[config.mk]
export PLATFORM = sky130hd
export DESIGN_NAME = oven_cook_timer
export DESIGN_NICKNAME = d
export VERILOG_FILES = /design/src/rtl/oven_pkg.sv /design/src/rtl/oven_cook_timer_tick_gen.sv /design/src/rtl/oven_cook_timer.sv
export SDC_FILE = /design/constraint.sdc
export NUM_CORES = 1
export LEC_CHECK = 0
export ABC_AREA = 1
export BUFFER_PORTS_ARGS = -buffer_cell sky130_fd_sc_hd__buf_2
export CAP_MARGIN = 10
export CORE_MARGIN = 5
export CORE_UTILIZATION = 45
export DETAILED_ROUTE_END_ITERATION = 12
export SYNTH_ARGS = -nofsm -noshare
export SYNTH_HDL_FRONTEND = slang
export SYNTH_HIERARCHICAL = 1
export SYNTH_SLANG_ARGS = --single-unit
[constraint.sdc]
create_clock -name clk -period 2.09 [get_ports clk]
set_input_delay 0 -clock clk [delete_from_list [all_inputs] [get_ports clk]]
set_output_delay 0 -clock clk [all_outputs]
set_load 0.01 [all_outputs]
[src/rtl/oven_pkg.sv]
// Shared types and constants for the oven cook timer.
package oven_pkg;

    // Width of one BCD display digit.
    localparam int BCD_W = 4;

    // Top-level controller states.
    typedef enum logic [2:0] {
        ST_IDLE  = 3'd0,
        ST_ENTRY = 3'd1,
        ST_RUN   = 3'd2,
        ST_PAUSE = 3'd3,
        ST_DONE  = 3'd4
    } state_t;

endpackage

[src/rtl/oven_cook_timer_tick_gen.sv]
// One-second prescaler: emits a single-cycle tick every TICK_DIV enabled
// cycles. clear restarts the count so the next tick is a full period away.
module tick_gen #(
    parameter int TICK_DIV = 50_000_000
) (
    input  logic clk,
    input  logic resetN,
    input  logic enable,
    input  logic clear,
    output logic tick
);
    localparam int            CW   = (TICK_DIV > 1) ? $clog2(TICK_DIV) : 1;
    localparam logic [CW-1:0] LAST = CW'(TICK_DIV - 1);

    logic [CW-1:0] cnt_q;
    logic [CW-1:0] cnt_d;

    // Next count and tick: clear wins, otherwise count only while enabled.
    always_comb begin
        cnt_d = cnt_q;
        tick  = 1'b0;
        if (clear) begin
            cnt_d = '0;
        end else if (enable) begin
            if (cnt_q == LAST) begin
                cnt_d = '0;
                tick  = 1'b1;
            end else begin
                cnt_d = cnt_q + CW'(1);
            end
        end
    end

    // Prescaler register.
    always_ff @(posedge clk or negedge resetN) begin
        if (!resetN) begin
            cnt_q <= '0;
        end else begin
            cnt_q <= cnt_d;
        end
    end
endmodule

[src/rtl/oven_cook_timer.sv]
// Oven cook timer: keypad time entry, start/pause/cancel control, mm:ss BCD
// countdown, and a done/beep phase. Seven-segment decoding lives elsewhere.
module oven_cook_timer
    import oven_pkg::*;
#(
    parameter int DIGITS    = 4,
    parameter int TICK_DIV  = 50_000_000,
    parameter int BEEP_SEC  = 3,
    parameter int QUICK_SEC = 30
) (
    input  logic                  clk,
    input  logic                  resetN,
    input  logic [3:0]            keyDigit,
    input  logic                  keyValid,
    input  logic                  startPause,
    input  logic                  cancel,
    input  logic                  doorOpen,
    output logic [4*DIGITS-1:0]   timeBcd,
    output logic                  running,
    output logic                  heating,
    output logic                  done,
    output logic                  beep
);
    localparam int TW = DIGITS * BCD_W;

    // The beep phase is timed in clk cycles so the RUN prescaler can stay
    // frozen outside RUN.
    localparam int            BEEP_CYC  = BEEP_SEC * TICK_DIV;
    localparam int            BW        = (BEEP_CYC > 1) ? $clog2(BEEP_CYC) : 1;
    localparam logic [BW-1:0] BEEP_LAST = BW'((BEEP_CYC > 0) ? BEEP_CYC - 1 : 0);
    localparam logic          BEEP_ON   = (BEEP_SEC > 0);

    localparam logic [BCD_W-1:0] QUICK_TENS = BCD_W'(QUICK_SEC / 10);
    localparam logic [BCD_W-1:0] QUICK_ONES = BCD_W'(QUICK_SEC % 10);

    state_t         state_q, state_d;
    logic [TW-1:0]  time_q, time_d;
    logic           running_q, running_d;
    logic           done_q, done_d;
    logic           beep_q, beep_d;
    logic [BW-1:0]  beep_cnt_q, beep_cnt_d;

    logic           tick;
    logic           prescale_clear;
    logic [TW-1:0]  dec_time;
    logic [TW-1:0]  quick_time;
    logic           borrow;
    logic [BCD_W-1:0] dig [DIGITS];

    // View the display register as individual BCD digits.
    for (genvar gi = 0; gi < DIGITS; gi++) begin : g_digits
        assign dig[gi] = time_q[gi*BCD_W +: BCD_W];
    end

    tick_gen #(
        .TICK_DIV (TICK_DIV)
    ) u_tick_gen (
        .clk    (clk),
        .resetN (resetN),
        .enable (state_q == ST_RUN),
        .clear  (prescale_clear),
        .tick   (tick)
    );

    // One-second decrement: seconds borrow through 5, minutes are a plain
    // BCD down-counter. Seconds-tens above 5 just count down unnormalised.
    always_comb begin
        dec_time = time_q;
        borrow   = 1'b0;
        if (dig[0] != 4'd0) begin
            dec_time[3:0] = dig[0] - 4'd1;
        end else begin
            dec_time[3:0] = 4'd9;
            if (dig[1] != 4'd0) begin
                dec_time[7:4] = dig[1] - 4'd1;
            end else begin
                dec_time[7:4] = 4'd5;
                borrow        = 1'b1;
            end
        end
        for (int i = 2; i < DIGITS; i++) begin
            if (borrow) begin
                if (dig[i] != 4'd0) begin
                    dec_time[i*BCD_W +: BCD_W] = dig[i] - 4'd1;
                    borrow                     = 1'b0;
                end else begin
                    dec_time[i*BCD_W +: BCD_W] = 4'd9;
                end
            end
        end
    end

    // Quick-start value: QUICK_SEC in the seconds field, zero minutes.
    always_comb begin
        quick_time      = '0;
        quick_time[3:0] = QUICK_ONES;
        quick_time[7:4] = QUICK_TENS;
    end

    // Controller next-state: cancel overrides everything, then per-state rules.
    always_comb begin
        state_d        = state_q;
        time_d         = time_q;
        running_d      = running_q;
        done_d         = done_q;
        beep_d         = beep_q;
        beep_cnt_d     = beep_cnt_q;
        prescale_clear = 1'b0;

        if (cancel) begin
            state_d    = ST_IDLE;
            time_d     = '0;
            running_d  = 1'b0;
            done_d     = 1'b0;
            beep_d     = 1'b0;
            beep_cnt_d = '0;
        end else begin
            case (state_q)
                ST_IDLE, ST_ENTRY: begin
                    if (startPause && !doorOpen) begin
                        state_d        = ST_RUN;
                        running_d      = 1'b1;
                        prescale_clear = 1'b1;
                        if (time_q == '0) begin
                            time_d = quick_time;
                        end
                    end else if (keyValid && (keyDigit <= 4'd9)) begin
                        time_d  = {time_q[TW-BCD_W-1:0], keyDigit};
                        state_d = ST_ENTRY;
                    end
                end
                ST_RUN: begin
                    if (startPause || doorOpen) begin
                        state_d   = ST_PAUSE;
                        running_d = 1'b0;
                    end else if (tick) begin
                        time_d = dec_time;
                        if (dec_time == '0) begin
                            state_d    = ST_DONE;
                            running_d  = 1'b0;
                            done_d     = 1'b1;
                            beep_d     = BEEP_ON;
                            beep_cnt_d = '0;
                        end
                    end
                end
                ST_PAUSE: begin
                    if (startPause && !doorOpen) begin
                        state_d        = ST_RUN;
                        running_d      = 1'b1;
                        prescale_clear = 1'b1;
                    end
                end
                ST_DONE: begin
                    if (startPause || (beep_cnt_q == BEEP_LAST)) begin
                        state_d    = ST_IDLE;
                        done_d     = 1'b0;
                        beep_d     = 1'b0;
                        beep_cnt_d = '0;
                    end else begin
                        beep_cnt_d = beep_cnt_q + BW'(1);
                    end
                end
                default: begin
                    state_d   = ST_IDLE;
                    time_d    = '0;
                    running_d = 1'b0;
                    done_d    = 1'b0;
                    beep_d    = 1'b0;
                end
            endcase
        end
    end

    // Controller state and registered outputs.
    always_ff @(posedge clk or negedge resetN) begin
        if (!resetN) begin
            state_q    <= ST_IDLE;
            time_q     <= '0;
            running_q  <= 1'b0;
            done_q     <= 1'b0;
            beep_q     <= 1'b0;
            beep_cnt_q <= '0;
        end else begin
            state_q    <= state_d;
            time_q     <= time_d;
            running_q  <= running_d;
            done_q     <= done_d;
            beep_q     <= beep_d;
            beep_cnt_q <= beep_cnt_d;
        end
    end

    assign timeBcd = time_q;
    assign running = running_q;
    assign heating = running_q & ~doorOpen;
    assign done    = done_q;
    assign beep    = beep_q;
endmodule

Yosys cells after proc, flatten, opt, wreduce, memory -nomap -nowiden
Cells that the tools add are included.

Register bits: 75. Output and inout port bits: 20. Input port bits: 10. Word-level logic and storage cells: 110.

Reduce and logical (&&, ||, !) cells: 22. Order comparisons: 1. Add/sub/neg operators: 6. Multiplexer cells: 54. Equality and inequality tests: 19. Bitwise logic cells: 2.

Operator list (count): 28-bit two-way mux (5); 16-bit two-way mux (6); 26-bit two-way mux (3); 28-bit case mux with 2 select lines (1); 16-bit case mux with 3 select lines (1); 16-bit zero test (2); 28-bit by 1-bit adder with 28-bit output (second input constant) (1); 28-bit == test (second input constant) (1); 4-bit two-way mux (7); 26-bit by 1-bit adder with 26-bit output (second input constant) (1); 26-bit == test (second input constant) (1); 3-bit two-way mux (8); 1-bit two-way mux (20); 4-bit != test (second input constant) (4); 4-bit nonzero test (4); 4-bit by 1-bit subtractor with 4-bit output (second input constant) (4); 3-bit != test (second input constant) (5); 5-bit AND reduction (3); 3-bit case mux with 4 select lines (1); 4-bit AND reduction (2); 3-bit by 2-bit == test with 1-bit output (second input constant) (2); 1-bit case mux with 3 select lines (2); 4-bit <= comparator (second input constant) (1); 2-bit by 1-bit != test with 1-bit output (second input constant) (2); other kinds (14) (17).

Depth between registers and ports, before layout
Depth after elaboration: 11. Mapped depth: 16.

By module
Netlist, hierarchy kept.

By module, submodules not included: oven_cook_timer (instances 1, area each 3597.2 µm², cells an instance 555, seq. area each 1226.2 µm²); tick_gen (instances 1, area each 1719.1 µm², cells an instance 256, seq. area each 650.6 µm²).

Least setup slack after synthesis
OpenSTA, ideal clock, no wires.

Kind: flip-flop to flip-flop. From: reg state_q[2]. To: reg time_q[13], in the netlist timeBcd[13]. Slack: -0.051 ns. Arrival time: 2.065 ns. Cell stages (with the launch flop): 15. Library setup time: 0.076 ns. Buffers on the path: 1. Period minus slack after synthesis: 2.141 ns. Path through: dfrtp_1 inv_1 nand3_1 inv_1 nand3_4 nor2_1 nand2_1 nand2_1 nand2_1 nor2_1 nand2_2 nor2_1 buf_4 o21ai_0 o21ai_1.

Cells in the longest elaborated chain, start to end: 7. Elaborated cells between the ends (all ways): 20. Those cells by class: eq/ne: 9; mux: 6; reduce/logical: 5.

RTL lines: start: declaration (RTL line oven_cook_timer.sv:36) `state_t state_q, state_d;`; start signal: assignment (RTL line oven_cook_timer.sv:185) `state_q <= state_d;`; 3-bit by 2-bit == test with 1-bit output, or another cell as far along (RTL line oven_cook_timer.sv:118) `case (state_q)`; 3-bit OR reduction (no source line); 1-bit two-way mux; 1-bit two-way mux (RTL line oven_cook_timer.sv:110) `if (cancel) begin`; 1-bit two-way mux * (RTL line oven_cook_timer_tick_gen.sv:22) `if (clear) begin`; net tick (RTL line oven_cook_timer.sv:43) `logic tick;`; 3-bit != test (no source line) *; 5-bit AND reduction (no source line) *; end signal: assignment (RTL line oven_cook_timer.sv:186) `time_q <= time_d;`; end: declaration (RTL line oven_cook_timer.sv:37) `logic [TW-1:0] time_q, time_d;`.

Mark *: on every way through the listed nets, which the timed path passes. The rest lies on a longest branch. A chain may end at the register's enable or synchronous reset.

Worst setup path after layout
From: reg u_tick_gen.cnt_q[1]. To: reg time_q[8], in the netlist timeBcd[8].

Cells in the longest elaborated chain, start to end: 6.

RTL lines: start: declaration (RTL line oven_cook_timer_tick_gen.sv:15) `logic [CW-1:0] cnt_q;`; start signal: assignment (RTL line oven_cook_timer_tick_gen.sv:39) `cnt_q <= cnt_d;`; 26-bit == test (RTL line oven_cook_timer_tick_gen.sv:25) `if (cnt_q == LAST) begin`; 1-bit two-way mux (RTL line oven_cook_timer_tick_gen.sv:25); 1-bit two-way mux (RTL line oven_cook_timer_tick_gen.sv:24) `end else if (enable) begin`; 1-bit two-way mux (RTL line oven_cook_timer_tick_gen.sv:22); net tick (RTL line oven_cook_timer.sv:43); 3-bit != test (no source line); 5-bit AND reduction (no source line).

The timed path passes the listed nets, and every way through them passes these cells.

==> key figures <==
Clock tree
  • Worst-skew pair later-pin latency: 0.34 ns
  • Sinks on Clock Net: 75
  • Htree depth: 3
  • CTS clk-pin slew, worst paths: 0.06 ns
  • CTS root buf: clkbuf_16
  • CTS max path bufs: 2
  • Num CTS Buffers: 9
  • TritonCTS clock tree: done

Synthesis
  • Post-synth EDFFs: 0
  • Largest family of logic cells by synthesized area: simple AND/OR/NAND/NOR gates
  • Yosys top cell area share: 35.30%
  • Syn Area/Cell: 6.555 um2
  • Most frequent cell after synthesis: nand2_1
  • Largest area contributor in the netlist: dfrtp_1
  • Mapped Cells: 811
  • Top cells by area, synth: dfrtp_1 35%, nand2_1 17%, nor2_1 9.7%, inv_1 6.5%, nand3_1 6.1%
  • Post-synthesis adder-cell area fraction: 0.4707%
  • Yosys warns: 6
  • Post-synthesis cell type count: 39
  • Number of synthesized register bits: 75
  • Mux contribution to synthesized area: 0%
  • Post-synthesis simple-gate area fraction: 43.92%
  • Syn Std Cell Area: 0.005316 mm2
  • Synth Area in XOR/XNOR: 5.437%
  • Post-synth top cells: 246 x nand2_1, 137 x nor2_1, 92 x inv_1
  • Mapped Nets: 823
  • Compound-Gate Fraction of Synth Area: 6.096%
  • Async set-or-reset flop fraction in the synthesized netlist: 100.0%
  • Sequential share of the synthesized area: 35.30%
  • Post-synth top flop: dfrtp_1

Run status
  • Status: completed

Setup path
  • Bufs and invs on worst path: 1
  • Most frequent CP cell: nand2_2
  • WP data arrival: 2.33 ns
  • CP Launch Type: flip-flop
  • Biggest cell delay along the critical path: 0.36 ns
  • CP Class: flip-flop to flip-flop
  • Crit-path slowest cell: dfrtp_1
  • CP cell instances: ha_2 -> nand2_2 -> nor2_2 -> nand2_2 -> nor2_4 -> nand3_4 -> nor2_4 -> nand2_1 -> nand2_2 -> nand2_2 -> nor2_2 -> nand2_2 -> nor2_4 -> clkbuf_16 -> nand2_1 -> o21ai_0
  • Worst EP required: 2.35 ns
  • Critical path's top delay family: simple AND/OR/NAND/NOR gates
  • Critical Path Fanout Max: 6
  • Setup crit end kind: flip-flop

Place
  • Cell area after placement: 0.005927 mm2
  • Final Wtd Congestion: 0.9547
  • DP HPWL: 10.98 mm
  • Port bufs: 29

Die
  • IO Pins: 30
  • Total core area: 0.01152 mm2
  • Initial core utilization: 46.16%
  • Die width: 118.7 um
  • # rows: 39
  • Die Area: 0.01409 mm2
  • DIE HEIGHT: 118.7 um

GRT
  • Grt ovf: 0
  • First-pass GRT wire length: 24.64 mm
  • GR Util All Layers: 21.24%
  • Vias in the first global route: 5097
  • Largest net degree at the start of global routing: 76
  • Initial antenna violation count: 0

Route
  • First-pass DRT Iterations: 6
  • Via count: 5368
  • Starting DRT DRC Count: 236
  • Via density per instance: 5.176
  • DR DRC count: 0
  • Routed WL: 14.77 mm
  • ANT nets after route: 0
  • WL/cell: 14.24 um

Layout
  • Share of post-route cells with drive strength above 1: 18.12%
  • Fin area: 0.006452 mm2
  • Diodes inserted: 0
  • Area Growth Syn to Fin: 21.37%
  • Fin nets: 901

Timing
  • Fin Clk Skew: 0.003893 ns
  • Slew headroom: 32.38%
  • RSZ-0062 raised after global routing: true
  • Hold Vio Cnt, Final: 0
  • Fin. max-slew vios: 0
  • Final setup fails: 0
  • FMAX: 482.5 MHz
  • Setup TNS: 0 ns
  • Fin crit period: 2.073 ns
  • Actual transition at the worst max-transition pin: 1.014 ns
  • Fin crit share: 99.17%

Pwr
  • Reg power frac: 34.5%
  • Part of the power in combinational logic: 32.1%
  • Sw frac: 35.97%
  • Internal power: 3.070 mW
  • VDD IR max: 323.3 uV
  • Clock Power Share: 33.4%
  • PwrDens: 743.1 mW/mm2
  • Total chip power: 4.795 mW
  • Lkg Pwr: 3.098 nW
  • Sw Pwr: 1.725 mW

Flow run
  • # Max-Cap Violations: 0

Worst hold path
  • Worst min-delay path class: primary input to flip-flop
## logic make-up (layout without fill, tap and decap cells)
group | count (synthesis) | count (layout)
flip-flops | 75 | 75
buffers and inverters | 115 | 198
XOR/XNOR | 33 | 33
AO/OA/AOI/OAI | 59 | 59
adder cells (fa/ha/maj) | 2 | 2
AND/OR/NAND/NOR | 527 | 527
## cell type report
class / count / area (um2)
Clock buffer: 10 / 239.0
Fill cell: 1119 / 5064
Tap cell: 143 / 178.9
Multi-Input combinational cell: 621 / 3095
Clock inverter: 6 / 65.06
Sequential cell: 75 / 1877
Inverter: 98 / 374.1
Timing Repair Buffer: 84 / 623.1
## worst reg2reg max path, delay by kind of cell (launching register included)
family	cells	cell delay, ns
and+or+nand+nor	13	1.23
DFF	1	0.36
adders and majority gates	1	0.20
buffers and inverters	1	0.17
AOI/OAI and AO/OA	1	0.06
## power by group through the flow
stage | combinational [mW] | clock [mW] | sequential (mW)
4_1_cts | 1.39 | 1.64 | 1.64
2_1_floorplan | 0.870 | 0 | 1.70
5_1_grt | 1.71 | 1.70 | 1.67
6_report | 1.54 | 1.60 | 1.66
3_3_place_gp | 1.36 | 0 | 1.66
3_5_place_dp | 1.38 | 0 | 1.67
## per-layer routing
metal  track usage (%)  vias up  wire length [um]
li1                  -     2730                 -
met2             34.25      124              6971
met1             28.93     2490              6774
met4             8.762        0               375
met5                 0        -                 0
met3             2.674       24               645
## registers in the layout (all words and copies together) (netlist names)
name	count
beep_cnt_q	28
u_tick_gen/cnt_q	26
timeBcd	16
state_q	3
beep	1
running	1
## what timing repair did
action                                  4_1_cts  5_1_grt
endpoints found under the setup margin        8       54
gates resized for setup                       1       49
buffers inserted                              0        6
endpoints found under the hold margin        77        0
pin swaps                                     1       18
hold buffers                                  3        0
cloned                                        0        1
## through the flow
stage | setup WS, ns | util, % | std cells | hold WS (ns)
6_report | 0.01729 | 56.03 | 1037 | 0.02944
2_1_floorplan | 0.02933 | - | 811 | -0.2956
3_5_place_dp | -0.009526 | 51.47 | 1011 | 0.2317
4_1_cts | 0.02678 | 54.39 | 1030 | 0.0003096
3_3_place_gp | 0.03591 | 51.47 | 1011 | 0.2179
5_1_grt | -0.1344 | 56.03 | 1037 | 0.04024
## worst paths after layout
check                                      end  cells past startpoint                start  slack, ns
worst max-delay path                timeBcd[8]                     16  u_tick_gen/cnt_q[1]       0.02
worst min-delay path                timeBcd[1]                      5          keyDigit[1]       0.03
worst max register to register      timeBcd[8]                     16  u_tick_gen/cnt_q[1]       0.02
worst min register to register  beep_cnt_q[11]                      2       beep_cnt_q[11]       0.51
max in group asynchronous          timeBcd[14]                      2               resetN       1.05
min in group asynchronous           timeBcd[5]                      2               resetN       0.33
## layout by cell type, fill, tap and decap left out, types with 17 or more instances in the layout
| master | instances |
|---|---|
| buf_4 | 49 |
| xor2_1 | 29 |
| nand2_1 | 238 |
| nand3_1 | 65 |
| nand4_1 | 24 |
| inv_1 | 88 |
| dfrtp_1 | 75 |
| nor2_1 | 124 |
| o21ai_0 | 17 |
| buf_2 | 28 |
Power figures use the tool's default switching activity.
